===== src/rtl/axi_dma_wr_wrap.sv =====
// Write-direction DMA: turns a (addr, len) descriptor plus an AXI-stream payload
// into aligned AXI4 INCR write bursts and pulses a status once all B responses return.
module axi_dma_wr_wrap #(
  parameter int AXI_DATA_WIDTH    = 32,
  parameter int AXI_ADDR_WIDTH    = 32,
  parameter int AXI_ID_WIDTH      = 8,
  parameter int LEN_WIDTH         = 9,
  parameter int AXI_MAX_BURST_LEN = 16
) (
  input  logic                        clk,
  input  logic                        rst,
  input  logic [AXI_ADDR_WIDTH-1:0]   s_axis_write_desc_addr,
  input  logic [LEN_WIDTH-1:0]        s_axis_write_desc_len,
  input  logic                        s_axis_write_desc_valid,
  output logic                        s_axis_write_desc_ready,
  output logic                        m_axis_write_desc_status_valid,
  output logic [1:0]                  m_axis_write_desc_status_error,
  input  logic [AXI_DATA_WIDTH-1:0]   s_axis_write_data_tdata,
  input  logic                        s_axis_write_data_tvalid,
  output logic                        s_axis_write_data_tready,
  input  logic                        s_axis_write_data_tlast,
  output logic [AXI_ID_WIDTH-1:0]     m_axi_awid,
  output logic [AXI_ADDR_WIDTH-1:0]   m_axi_awaddr,
  output logic [7:0]                  m_axi_awlen,
  output logic [2:0]                  m_axi_awsize,
  output logic [1:0]                  m_axi_awburst,
  output logic                        m_axi_awlock,
  output logic [3:0]                  m_axi_awcache,
  output logic [2:0]                  m_axi_awprot,
  output logic                        m_axi_awvalid,
  input  logic                        m_axi_awready,
  output logic [AXI_DATA_WIDTH-1:0]   m_axi_wdata,
  output logic [AXI_DATA_WIDTH/8-1:0] m_axi_wstrb,
  output logic                        m_axi_wlast,
  output logic                        m_axi_wvalid,
  input  logic                        m_axi_wready,
  input  logic [AXI_ID_WIDTH-1:0]     m_axi_bid,
  input  logic [1:0]                  m_axi_bresp,
  input  logic                        m_axi_bvalid,
  output logic                        m_axi_bready
);
  localparam int STRB = AXI_DATA_WIDTH / 8;
  localparam int SZ   = $clog2(STRB);

  typedef enum logic [1:0] {IDLE, ADDR, DATA, WAIT_B} state_t;
  state_t state, state_nxt;

  logic [AXI_ADDR_WIDTH-1:0] addr;
  logic [LEN_WIDTH-1:0]      beats_left, desc_beats, outstanding;
  logic [8:0]                beat_cnt;
  logic [1:0]                err;
  logic [31:0]               bnd_beats, burst;
  logic                      desc_hs, aw_hs, w_hs, b_hs;
  logic                      unused_ok;

  assign unused_ok = ^m_axi_bid;

  assign desc_beats = s_axis_write_desc_len >> SZ;
  assign desc_hs    = s_axis_write_desc_valid & s_axis_write_desc_ready;
  assign aw_hs      = m_axi_awvalid & m_axi_awready;
  assign w_hs       = m_axi_wvalid & m_axi_wready;
  assign b_hs       = m_axi_bvalid & m_axi_bready;

  // Burst size: limited by remaining beats, max burst length and the 4 KB page.
  always_comb begin
    bnd_beats = (32'd4096 - {20'd0, addr[11:0]}) >> SZ;
    burst     = 32'(beats_left);
    if (burst > 32'(AXI_MAX_BURST_LEN)) burst = 32'(AXI_MAX_BURST_LEN);
    if (burst > bnd_beats)              burst = bnd_beats;
  end

  // Constant AXI fields
  assign m_axi_awid    = '0;
  assign m_axi_awsize  = 3'(SZ);
  assign m_axi_awburst = 2'b01;
  assign m_axi_awlock  = 1'b0;
  assign m_axi_awcache = 4'b0011;
  assign m_axi_awprot  = 3'b000;
  assign m_axi_wstrb   = '1;

  // Ready drops for the pulse cycle so the next descriptor waits one cycle.
  assign s_axis_write_desc_ready  = (state == IDLE) & ~m_axis_write_desc_status_valid & ~rst;
  assign m_axi_bready             = ~rst;
  assign m_axi_awaddr             = addr;
  assign m_axi_awlen              = (state == ADDR) ? 8'(burst - 32'd1) : 8'd0;
  assign m_axi_awvalid            = (state == ADDR);
  assign m_axi_wdata              = s_axis_write_data_tdata;
  assign m_axi_wvalid             = (state == DATA) & s_axis_write_data_tvalid;
  assign s_axis_write_data_tready = (state == DATA) & m_axi_wready;
  assign m_axi_wlast              = (state == DATA) & (beat_cnt == 9'd1);

  always_ff @(posedge clk) begin
    if (rst) state <= IDLE;
    else     state <= state_nxt;
  end

  always_comb begin
    state_nxt = state;
    case (state)
      IDLE:   if (desc_hs) state_nxt = (desc_beats == '0) ? WAIT_B : ADDR;
      ADDR:   if (aw_hs) state_nxt = DATA;
      DATA:   if (w_hs && beat_cnt == 9'd1)
                state_nxt = (beats_left > LEN_WIDTH'(1)) ? ADDR : WAIT_B;
      WAIT_B: if (outstanding == '0) state_nxt = IDLE;
      default: state_nxt = IDLE;
    endcase
  end

  always_ff @(posedge clk) begin
    if (rst) begin
      addr                           <= '0;
      beats_left                     <= '0;
      beat_cnt                       <= '0;
      outstanding                    <= '0;
      err                            <= '0;
      m_axis_write_desc_status_valid <= 1'b0;
      m_axis_write_desc_status_error <= '0;
    end else begin
      m_axis_write_desc_status_valid <= 1'b0;
      if (desc_hs) begin
        addr       <= s_axis_write_desc_addr;
        beats_left <= desc_beats;
        err        <= '0;
      end
      if (aw_hs) beat_cnt <= 9'(burst);
      if (w_hs) begin
        beat_cnt   <= beat_cnt - 9'd1;
        beats_left <= beats_left - LEN_WIDTH'(1);
        addr       <= addr + AXI_ADDR_WIDTH'(STRB);
        if (s_axis_write_data_tlast != (beats_left == LEN_WIDTH'(1))) err[1] <= 1'b1;
      end
      if (b_hs && m_axi_bresp != 2'b00) err[0] <= 1'b1;
      case ({aw_hs, b_hs})
        2'b10:   outstanding <= outstanding + LEN_WIDTH'(1);
        2'b01:   outstanding <= outstanding - LEN_WIDTH'(1);
        default: ;
      endcase
      if (state == WAIT_B && outstanding == '0) begin
        m_axis_write_desc_status_valid <= 1'b1;
        m_axis_write_desc_status_error <= err;
      end
    end
  end
endmodule


===== config.mk =====
export PLATFORM = sky130hd
export DESIGN_NAME = axi_dma_wr_wrap
export DESIGN_NICKNAME = d
export VERILOG_FILES = /design/src/rtl/axi_dma_wr_wrap.sv
export SDC_FILE = /design/constraint.sdc
export NUM_CORES = 1
export LEC_CHECK = 0
export BUFFER_PORTS_ARGS = -buffer_cell sky130_fd_sc_hd__buf_2
export CORE_AREA = 2 2 108 110
export CTS_BUF_LIST = sky130_fd_sc_hd__clkbuf_4 sky130_fd_sc_hd__clkbuf_8
export DETAILED_ROUTE_END_ITERATION = 12
export DIE_AREA = 0 0 110 112
export PLACE_DENSITY = 0.77
export RECOVER_POWER = 50
export SYNTH_ARGS = -nofsm -noshare
export SYNTH_HDL_FRONTEND = slang
export SYNTH_SLANG_ARGS = --single-unit

===== constraint.sdc =====
create_clock -name clk -period 4.5 [get_ports clk]
set_clock_uncertainty 0.05 [all_clocks]
set_input_delay 0.45 -clock clk [delete_from_list [all_inputs] [get_ports clk]]
set_output_delay 0.45 -clock clk [all_outputs]
set_load 0.02 [all_outputs]

### Yosys cells after proc, flatten, opt, wreduce, memory -nomap -nowiden

Index checks and enable logic that the tools add are counted.

* output and inout port bits: 106
* word-level logic and storage cells: 76
* register bits after elaboration: 66
* input bits: 91

* add/sub/neg operators: 7
* muxes and demuxes: 22
* equality and inequality tests: 12
* $lt $le $gt $ge: 3
* bitwise operators: 11
* reduce and logical (&&, ||, !) cells: 12

Operators with widths (count)
* $mux 32: 2
* $mux 9: 6
* $add 32x3->32 const B: 1
* $gt 9x30->1: 1
* $sub 9x1->9 const B: 3
* $eq 9x1->1 const B: 2
* $logic_not 9->1: 2
* $pmux 9 s2: 1
* $mux 2: 7
* $sub 13x12->14 const A: 1
* $reduce_bool 2->1: 5
* $add 9x1->9 const B: 1
* $and 1x1->1: 9
* $gt 9x1->1 const B: 1
* $gt 9x5->1 const B: 1
* $mux 8: 1
* $pmux 2 s4: 1
* $sub 8x1->8 const B: 1
* $eq 2x2->1 const B: 3
* $eq 2x1->1 const B: 2
* $mux 1: 4
* $ne 2x1->1 const B: 2
* $ne 2x2->1 const B: 2
* $reduce_and 4->1: 1
* other kinds (4): 7

### Depth between registers and ports, before layout

Gate-level depths: netlist of the first run.

* depth in word-level cells: 7
* mapped depth: 18
* depth with buffers taken out: 17

### Least setup slack after synthesis of the first run

Ideal clock, no wire load.

* path type: register -> output
* from: reg addr[2], in the netlist m_axi_awaddr[2]
* to: out m_axi_awlen[4]
* data required time: 4.000 ns
* cell stages (with the launch flop): 18
* data arrival time: 4.227 ns
* slack: -0.227 ns
* path buffers: 2
* path through: dfxtp_1 -> buf_6 -> or4_4 -> buf_6 -> or2_2 -> xor2_1 -> inv_1 -> ha_1 -> nand4_1 -> o21bai_1 -> o2111a_1 -> nor3_4 -> mux2_2 -> ha_1 -> nand2_1 -> nor2_1 -> xnor2_1 -> a211oi_1

* longest elaborated chain between the ends: 5

RTL lines
* start, declared: line 48 `logic [AXI_ADDR_WIDTH-1:0] addr;`
* start signal, assigned: line 121 `addr <= s_axis_write_desc_addr;`
* start signal, assigned: line 129 `addr <= addr + AXI_ADDR_WIDTH'(STRB);`
* $sub 13x12->14 (*): line 66 `bnd_beats = (32'd4096 - {20'd0, addr[11:0]}) >> SZ;`
* $gt 9x30->1: line 69 `if (burst > bnd_beats) burst = bnd_beats;`
* $mux 9 (*): line 69
* $sub 8x1->8 (*): line 85 `assign m_axi_awlen = (state == ADDR) ? 8'(burst - 32'd1) : 8'd0;`
* $mux 8 (*): line 85
* end, declared: line 24 `output logic [7:0] m_axi_awlen,`

Mark *: on every way between the ends. The rest lies on a longest branch, timed or not.

### Final worst setup path of the first run

* from: reg addr[2], in the netlist m_axi_awaddr[2]
* to: out m_axi_awlen[6]

The elaborated chain is that of the path after synthesis.

==> results of run 1 <==
==> worst reg2reg max path, stage by stage (launching register included) <==
cell      delay (ns)
dfxtp_2         0.33
or4_4           0.55
buf_8           0.15
nor4_4          0.24
xnor2_1         0.18
inv_1           0.10
ha_4            0.22
nand4_1         0.08
nor3_1          0.06
a21o_1          0.20
nor3_4          0.26
buf_4           0.16
buf_4           0.11
buf_4           0.19
or3b_1          0.41
a221oi_2        0.23
==> flip-flops by register name, indices dropped and copies added, names as in the netlist <==
signal,flops
beat_cnt,9
m_axis_write_desc_status_valid,1
outstanding,9
beats_left,9
state,2
m_axi_awaddr,32
err,2
m_axis_write_desc_status_error,2
==> cells by family (layout without fill, tap and decap cells) <==
group / count (synthesis) / count (layout) / synth area share [%]
AO/OA/AOI/OAI: 158 / 158 / 20.4
AND/OR/NAND/NOR: 253 / 253 / 25.9
buffers and inverters: 119 / 167 / 13.5
adder cells (fa/ha/maj): 26 / 26 / 6.63
XOR/XNOR: 27 / 27 / 4.71
other: 2 / 29 / 0.150
multiplexers: 12 / 12 / 2.44
flip-flops: 66 / 66 / 26.3
==> power by group through the flow <==
| stage | sequential, W | combinational [W] | clock [W] |
|---|---|---|---|
| floorplan | 0.000670 | 0.000413 | 0 |
| global placement | 0.000661 | 0.000497 | 0 |
| detailed placement | 0.000661 | 0.000505 | 0 |
| CTS | 0.000648 | 0.000528 | 0.000521 |
| global route | 0.000656 | 0.000615 | 0.000546 |
| finish | 0.000651 | 0.000557 | 0.000513 |
==> stage by stage <==
step / power [W] / area, µm² / cells
3_3_place_gp: 0.00116 / 5390 / 859
6_report: 0.00172 / 5710 / 881
2_1_floorplan: 0.00108 / 5130 / 690
3_5_place_dp: 0.00117 / 5390 / 859
5_1_grt: 0.00182 / 5710 / 881
4_1_cts: 0.00170 / 5650 / 878
==> placed cells by master, fill, tap and decap left out, types with 12 or more instances in the layout <==
cell type and instances:
dfxtp_1 63, nand3_1 21, buf_2 67, ha_1 23, inv_1 23, conb_1 29, xnor2_1 12, nand2_1 64
a21oi_1 49, nor3_1 25, nor2_1 57, buf_4 31, a31oi_1 18, xor2_1 13, o21ai_0 27, nor4_1 13
clkbuf_1 28
==> synthesized netlist by cell type (3+ instances only) <==
cell type / instances / area, µm²
dfxtp_1: 66 / 1320
a41oi_1: 3 / 26.3
a21oi_1: 50 / 250
nor4_1: 15 / 93.8
nand3_1: 21 / 105
o31ai_1: 3 / 22.5
o211ai_1: 7 / 52.6
a211oi_1: 5 / 37.5
xnor2_1: 12 / 105
a31oi_1: 18 / 113
inv_1: 24 / 90.1
a221oi_1: 8 / 70.1
o22ai_1: 5 / 31.3
nor3b_1: 3 / 22.5
nand2b_1: 5 / 31.3
and3_1: 4 / 25.0
nand4_1: 9 / 56.3
or4_1: 6 / 45.0
or3_1: 5 / 31.3
mux2i_1: 10 / 100
nand2_1: 65 / 244
nor2_1: 57 / 214
buf_1: 4 / 15.0
o311ai_0: 7 / 61.3
and2_1: 10 / 62.6
nor3_1: 27 / 135
xor2_1: 15 / 131
ha_1: 25 / 313
nand4b_1: 3 / 26.3
a21o_1: 4 / 30.0
and4_1: 3 / 26.3
clkbuf_1: 30 / 113
or2_2: 3 / 18.8
nor2b_1: 5 / 31.3
o21ai_0: 27 / 135
buf_4: 57 / 428
==> what timing repair did <==
action	in CTS	in global routing
setup endpoints to repair	3	3
buffers inserted	4	3
pin swaps	8	13
hold endpoints to repair	0	0
resized for setup	11	15
==> layer usage <==
layer  routed length (µm)  GRT usage, %  part of all wire (%)
met1                 5720          28.6                    43
met4                  163          5.40                   1.2
met2                 6510          35.3                    48
met5                    0             0                     0
met3                 1050          5.39                   7.8
==> cell type report <==
| class | instances | area, µm² |
|---|---|---|
| Clock buffer | 12 | 153 |
| Clock inverter | 3 | 40.0 |
| Fill cell | 1067 | 5470 |
| Inverter | 24 | 90.1 |
| Multi-Input combinational cell | 505 | 3220 |
| Sequential cell | 66 | 1330 |
| Tap cell | 143 | 179 |
| Timing Repair Buffer | 128 | 699 |
==> worst max-delay path by stage <==
stage / start / to / slack, ns / cells past startpoint
after floorplan: m_axi_awaddr[2]$_SDFFE_PP0P_ / m_axi_awlen[4] / 0.03 / 17
after global placement: m_axi_awaddr[2]$_SDFFE_PP0P_ / m_axi_awlen[4] / 0.26 / 16
after detailed placement: m_axi_awaddr[3]$_SDFFE_PP0P_ / m_axi_awlen[6] / 0.23 / 16
after CTS: m_axi_awaddr[3]$_SDFFE_PP0P_ / m_axi_awlen[4] / 0.005 / 16
after global routing: m_axi_awaddr[7]$_SDFFE_PP0P_ / m_axi_awlen[6] / -0.23 / 15
final: m_axi_awaddr[2]$_SDFFE_PP0P_ / m_axi_awlen[6] / -0.01 / 17
==> flow_summary.json, run 1 <==
{
  "overflow": 0,
  "wl_per_cell_um": 15.3,
  "crit_buf_inv": 3,
  "p_sw_share_pct": 34.6,
  "synth_top_flop_cell": "dfxtp_1",
  "grt_pass1_vias": 4527,
  "pre_cts_ws_ns": 0.235,
  "crit_top_cell": "xnor2_1",
  "nets": 851,
  "antenna_found_initial": 0,
  "drt_iter0_drc": 357,
  "vias_per_cell": 5.66,
  "max_freq_mhz": 222,
  "synthArstFlopShare_pct": 0,
  "grt_pass1_wl_um": 21700,
  "setup_tns_ns": -0.0131,
  "slowest_stage": "or4_4",
  "die_x_um": 110,
  "grt_usage_pct": 21.7,
  "start_util_pct": 44.9,
  "fin_ws_ns": -0.0131,
  "grt_max_degree": 67,
  "cp.required_ns": 4.00,
  "cp_max_fo": 5,
  "rsz0062_at_grt": "yes",
  "powerDensity_mw_per_mm2": 302,
  "synth_edf_count": 0,
  "clkPwrFrac_pct": 29.8,
  "r2r_start": "m_axi_awaddr[2]$_SDFFE_PP0P_",
  "port_buffers": 97,
  "drive_gt1_share_pct": 19.8,
  "max_cap_viol_count": 0,
  "core_mm2": 0.0112,
  "worstSkewPairLatency_ns": 0.35,
  "h-tree-depth": 3,
  "worst-slew-pin-transition_ns": 0.977,
  "setup_violations": 1,
  "period_share_pct": 100,
  "synth_area_mm2": 0.00502,
  "drc_errors": 0,
  "ant_nets": 0,
  "status": "complete, but fails checks",
  "die_area_mm2": 0.0123,
  "finalWirelength_um": 13400,
  "hold_slack_ns": 0.275,
  "num_rows": 39,
  "yosys_warnings": 0,
  "root_buffer": "clkbuf_8",
  "relSlewSlack_pct": 34.6,
  "dpl.hpwl_um": 9630,
  "hold_path.class": "in2reg",
  "ff2ff_path_depth": 15,
  "hold-path-endpoint": "m_axi_awaddr[17]$_SDFFE_PP0P_",
  "criticalPathCategory": "reg2out",
  "via_count": 4986,
  "crit-reg2reg-capture": "beat_cnt[8]$_SDFFE_PP0P_",
  "utilization_pct": 51.1,
  "pwr-share-comb_pct": 32.4,
  "path_clk_slew_ns": 0.07,
  "cts_num_sinks": 66,
  "worstHoldPathCells": 3,
  "worstHoldStart": "s_axis_write_desc_addr[17]",
  "max-vdd-ir-drop_uv": 172,
  "power_leakage_nw": 2.38,
  "io_pins": 197,
  "die_h_um": 112,
  "violations": "setup timing",
  "critPathLaunchType": "flop",
  "synthCells": 663,
  "syn_area_per_cell_um2": 7.57,
  "gp_congestion": 0.877,
  "end_kind": "output pin",
  "path_cells": "or4_4 > buf_8 > nor4_4 > xnor2_1 > inv_1 > ha_4 > nand4_1 > nor3_1 > a21o_1 > nor3_4 > mux2i_2 > ha_2 > nand2_2 > nor3_2 > xnor2_1 > a31o_2 > buf_6",
  "max_stage_delay_ns": 0.55,
  "first_pass_iters": 4,
  "antennaDiodeCount": 0,
  "arrival_ns": 4.01,
  "p_seq_share_pct": 37.8,
  "fin_crit_ns": 4.51,
  "area_growth_pct": 13.7,
  "cp_top_family": "simple AND/OR/NAND/NOR gates",
  "numCtsBuffers": 9,
  "seq_area_frac_synth_pct": 26.3,
  "p_int_w": 0.00113,
  "rrSetupSlack_ns": 0.90,
  "cts_tree": "yes",
  "switching_power_w": 0.000595,
  "hold_violations": 0,
  "cts_hold_buf": 0,
  "maxSlewViolCount": 0,
  "synth.distinct_cells": 68,
  "clk_path_buf_depth": 2,
  "synth-seq-cells": 66
}
Note: power is estimated with default switching activity, not from simulation.
==> run 2, diff against run 1 <==
--- a/config.mk
+++ b/config.mk
@@ -6,12 +6,13 @@
 export NUM_CORES = 1
 export LEC_CHECK = 0
 export BUFFER_PORTS_ARGS = -buffer_cell sky130_fd_sc_hd__buf_2
-export CORE_AREA = 2 2 108 110
+export CORE_AREA = 2 2 89 133
 export CTS_BUF_LIST = sky130_fd_sc_hd__clkbuf_4 sky130_fd_sc_hd__clkbuf_8
 export DETAILED_ROUTE_END_ITERATION = 12
-export DIE_AREA = 0 0 110 112
+export DIE_AREA = 0 0 91 135
 export PLACE_DENSITY = 0.77
 export RECOVER_POWER = 50
+export SKIP_LAST_GASP = 1
 export SYNTH_ARGS = -nofsm -noshare
 export SYNTH_HDL_FRONTEND = slang
 export SYNTH_SLANG_ARGS = --single-unit
==> run 2 against run 1 <==
  * Sequential share of layout area increased by 0.11 points
  * Largest cell class unchanged
  * Fmax increased by 1.6%
  * The run now ends clean
  * Core utilization increased by 0.30 points
==> flow_summary.json, run 2 (same netlist as run 1, synthesis figures left out) <==
{
  "core_mm2": 0.0111,
  "hold_violations": 0,
  "grt_max_degree": 66,
  "gp_congestion": 0.865,
  "crit_end": "m_axi_awlen[4]",
  "rsz0062_at_grt": "yes",
  "h-tree-depth": 3,
  "num_rows": 47,
  "critPathLaunchType": "flop",
  "cp.required_ns": 4.00,
  "first_pass_iters": 7,
  "worstSkewPairLatency_ns": 0.35,
  "crit-reg2reg-capture": "outstanding[8]$_SDFFE_PP0P_",
  "place_inst": 859,
  "max_freq_mhz": 225,
  "dpl.hpwl_um": 9990,
  "powerDensity_mw_per_mm2": 293,
  "port_buffers": 97,
  "utilization_pct": 51.4,
  "grt_pass1_wl_um": 21800,
  "largest_reg_flops": 32,
  "status": "completed",
  "path_clk_slew_ns": 0.07,
  "fin_ws_ns": 0.0578,
  "grt_usage_pct": 21.7,
  "root_buffer": "clkbuf_8",
  "clk_path_buf_depth": 2,
  "fin_crit_ns": 4.44,
  "crit_path_start": "m_axi_awaddr[2]$_SDFFE_PP0P_",
  "wl_per_cell_um": 15.9,
  "layout_common_cells": "65 x dfxtp_1, 64 x nand2_1, 64 x buf_2",
  "die_area_mm2": 0.0123,
  "r2r_start": "state[1]$_SDFFE_PP0P_",
  "cts_tree": "yes",
  "hold_path.class": "in2reg",
  "seq_area_mm2": 0.00133,
  "criticalPathCategory": "reg2out",
  "worst-slew-pin-transition_ns": 0.691,
  "die_x_um": 91,
  "grt_pass1_vias": 4566,
  "nets": 848,
  "numCtsBuffers": 9,
  "max-vdd-ir-drop_uv": 144,
  "die_h_um": 135,
  "max_cap_viol_count": 0,
  "ff2ff_path_depth": 13,
  "nFillCells": 1137,
  "drive_gt1_share_pct": 19.1,
  "setup_violations": 0,
  "antennaDiodeCount": 0,
  "arrival_ns": 3.94,
  "overflow": 0,
  "via_count": 5046,
  "cp_max_fo": 7,
  "area_growth_pct": 13.2,
  "ant_nets": 0,
  "finalWirelength_um": 14000,
  "mostFrequentLayoutCell": "dfxtp_1",
  "maxSlewViolCount": 0,
  "start_util_pct": 45.4,
  "end_kind": "output pin",
  "antenna_found_initial": 0,
  "drt_iter0_drc": 332,
  "final_cell_count_no_fill": 881,
  "vias_per_cell": 5.73,
  "cts_num_sinks": 66,
  "relSlewSlack_pct": 54.0,
  "multiInputGateArea_mm2": 0.00324,
  "power_leakage_nw": 2.34,
  "period_share_pct": 98.7,
  "io_pins": 197,
  "pre_cts_ws_ns": 0.174,
  "rrSetupSlack_ns": 0.71,
  "drc_errors": 0
}
## run 2: cell count changes in the layout (fill, tap and decap cells not counted), sizes merged
cell	change
buf	-6
clkbuf	+2
bufinv	-1
clkinvlp	+1
## run 2: worst min-delay path by stage
stage	startpoint	end	slack [ns]	cells past startpoint
floorplan	err[0]$_SDFFE_PP0P_	err[0]$_SDFFE_PP0P_	0.38	2
global placement	err[0]$_SDFFE_PP0P_	err[0]$_SDFFE_PP0P_	0.40	2
detailed placement	err[0]$_SDFFE_PP0P_	err[0]$_SDFFE_PP0P_	0.40	2
CTS	s_axis_write_desc_addr[16]	m_axi_awaddr[16]$_SDFFE_PP0P_	0.28	3
global route	s_axis_write_desc_addr[0]	m_axi_awaddr[0]$_SDFFE_PP0P_	0.28	3
finish	s_axis_write_desc_addr[13]	m_axi_awaddr[13]$_SDFFE_PP0P_	0.28	3
## run 2: per-layer routing
metal | vias to the layer above | track usage, % | routed length [µm]
li1 | 2444 | - | -
met1 | 2362 | 25.4 | 5490
met2 | 188 | 37.2 | 7050
met3 | 52 | 4.02 | 889
met4 | 0 | 11.9 | 555
met5 | - | 0 | 0
## run 2: layout make-up
| type | instances | area share, % |
|---|---|---|
| clock buffer | 11 | 2.56 |
| sequential | 66 | 23.3 |
| tap | 147 | 3.24 |
| clock inverter | 3 | 0.308 |
| multi-input combinational | 505 | 57.1 |
| timing repair buffer | 125 | 11.9 |
| inverter | 24 | 1.59 |
## run 2: stage by stage
step / power, W / hold WS (ns) / area (µm²) / setup TNS, ns
final: 0.00167 / 0.280 / 5680 / 0
after global routing: 0.00176 / 0.278 / 5680 / -0.235
after CTS: 0.00163 / 0.275 / 5600 / 0
after detailed placement: 0.00117 / 0.403 / 5360 / 0
after global placement: 0.00116 / 0.396 / 5360 / 0
after floorplan: 0.00108 / 0.381 / 5130 / 0
## run 2: timing repair
action                     in CTS  in global routing
setup buffers                   3                  5
hold endpoints to repair        0                  0
pin swaps                       4                 10
hold buffers                    0                  0
resized for setup              13                 19
setup endpoints to repair       3                  3
## run 2: report_power, final
| part | leakage, nW | internal (W) | total (W) | switching [W] |
|---|---|---|---|---|
| Combinational | 1.72 | 0.000234 | 0.000569 | 0.000335 |
| Sequential | 0.538 | 0.000614 | 0.000652 | 0.0000384 |
| Clock | 0.0845 | 0.000213 | 0.000444 | 0.000231 |
## run 2: worst max-delay path: stages (launching register included)
cell	delay, ns
dfxtp_4	0.36
or4_4	0.53
buf_8	0.15
nor4_4	0.25
xnor2_1	0.17
inv_1	0.10
ha_4	0.22
nand4_1	0.09
nor3_1	0.06
a21o_1	0.20
nor3_4	0.25
mux2i_2	0.27
ha_2	0.25
buf_4	0.13
nand3_4	0.07
o21ai_1	0.10
nor2_1	0.06
a211oi_2	0.15
buf_4	0.17
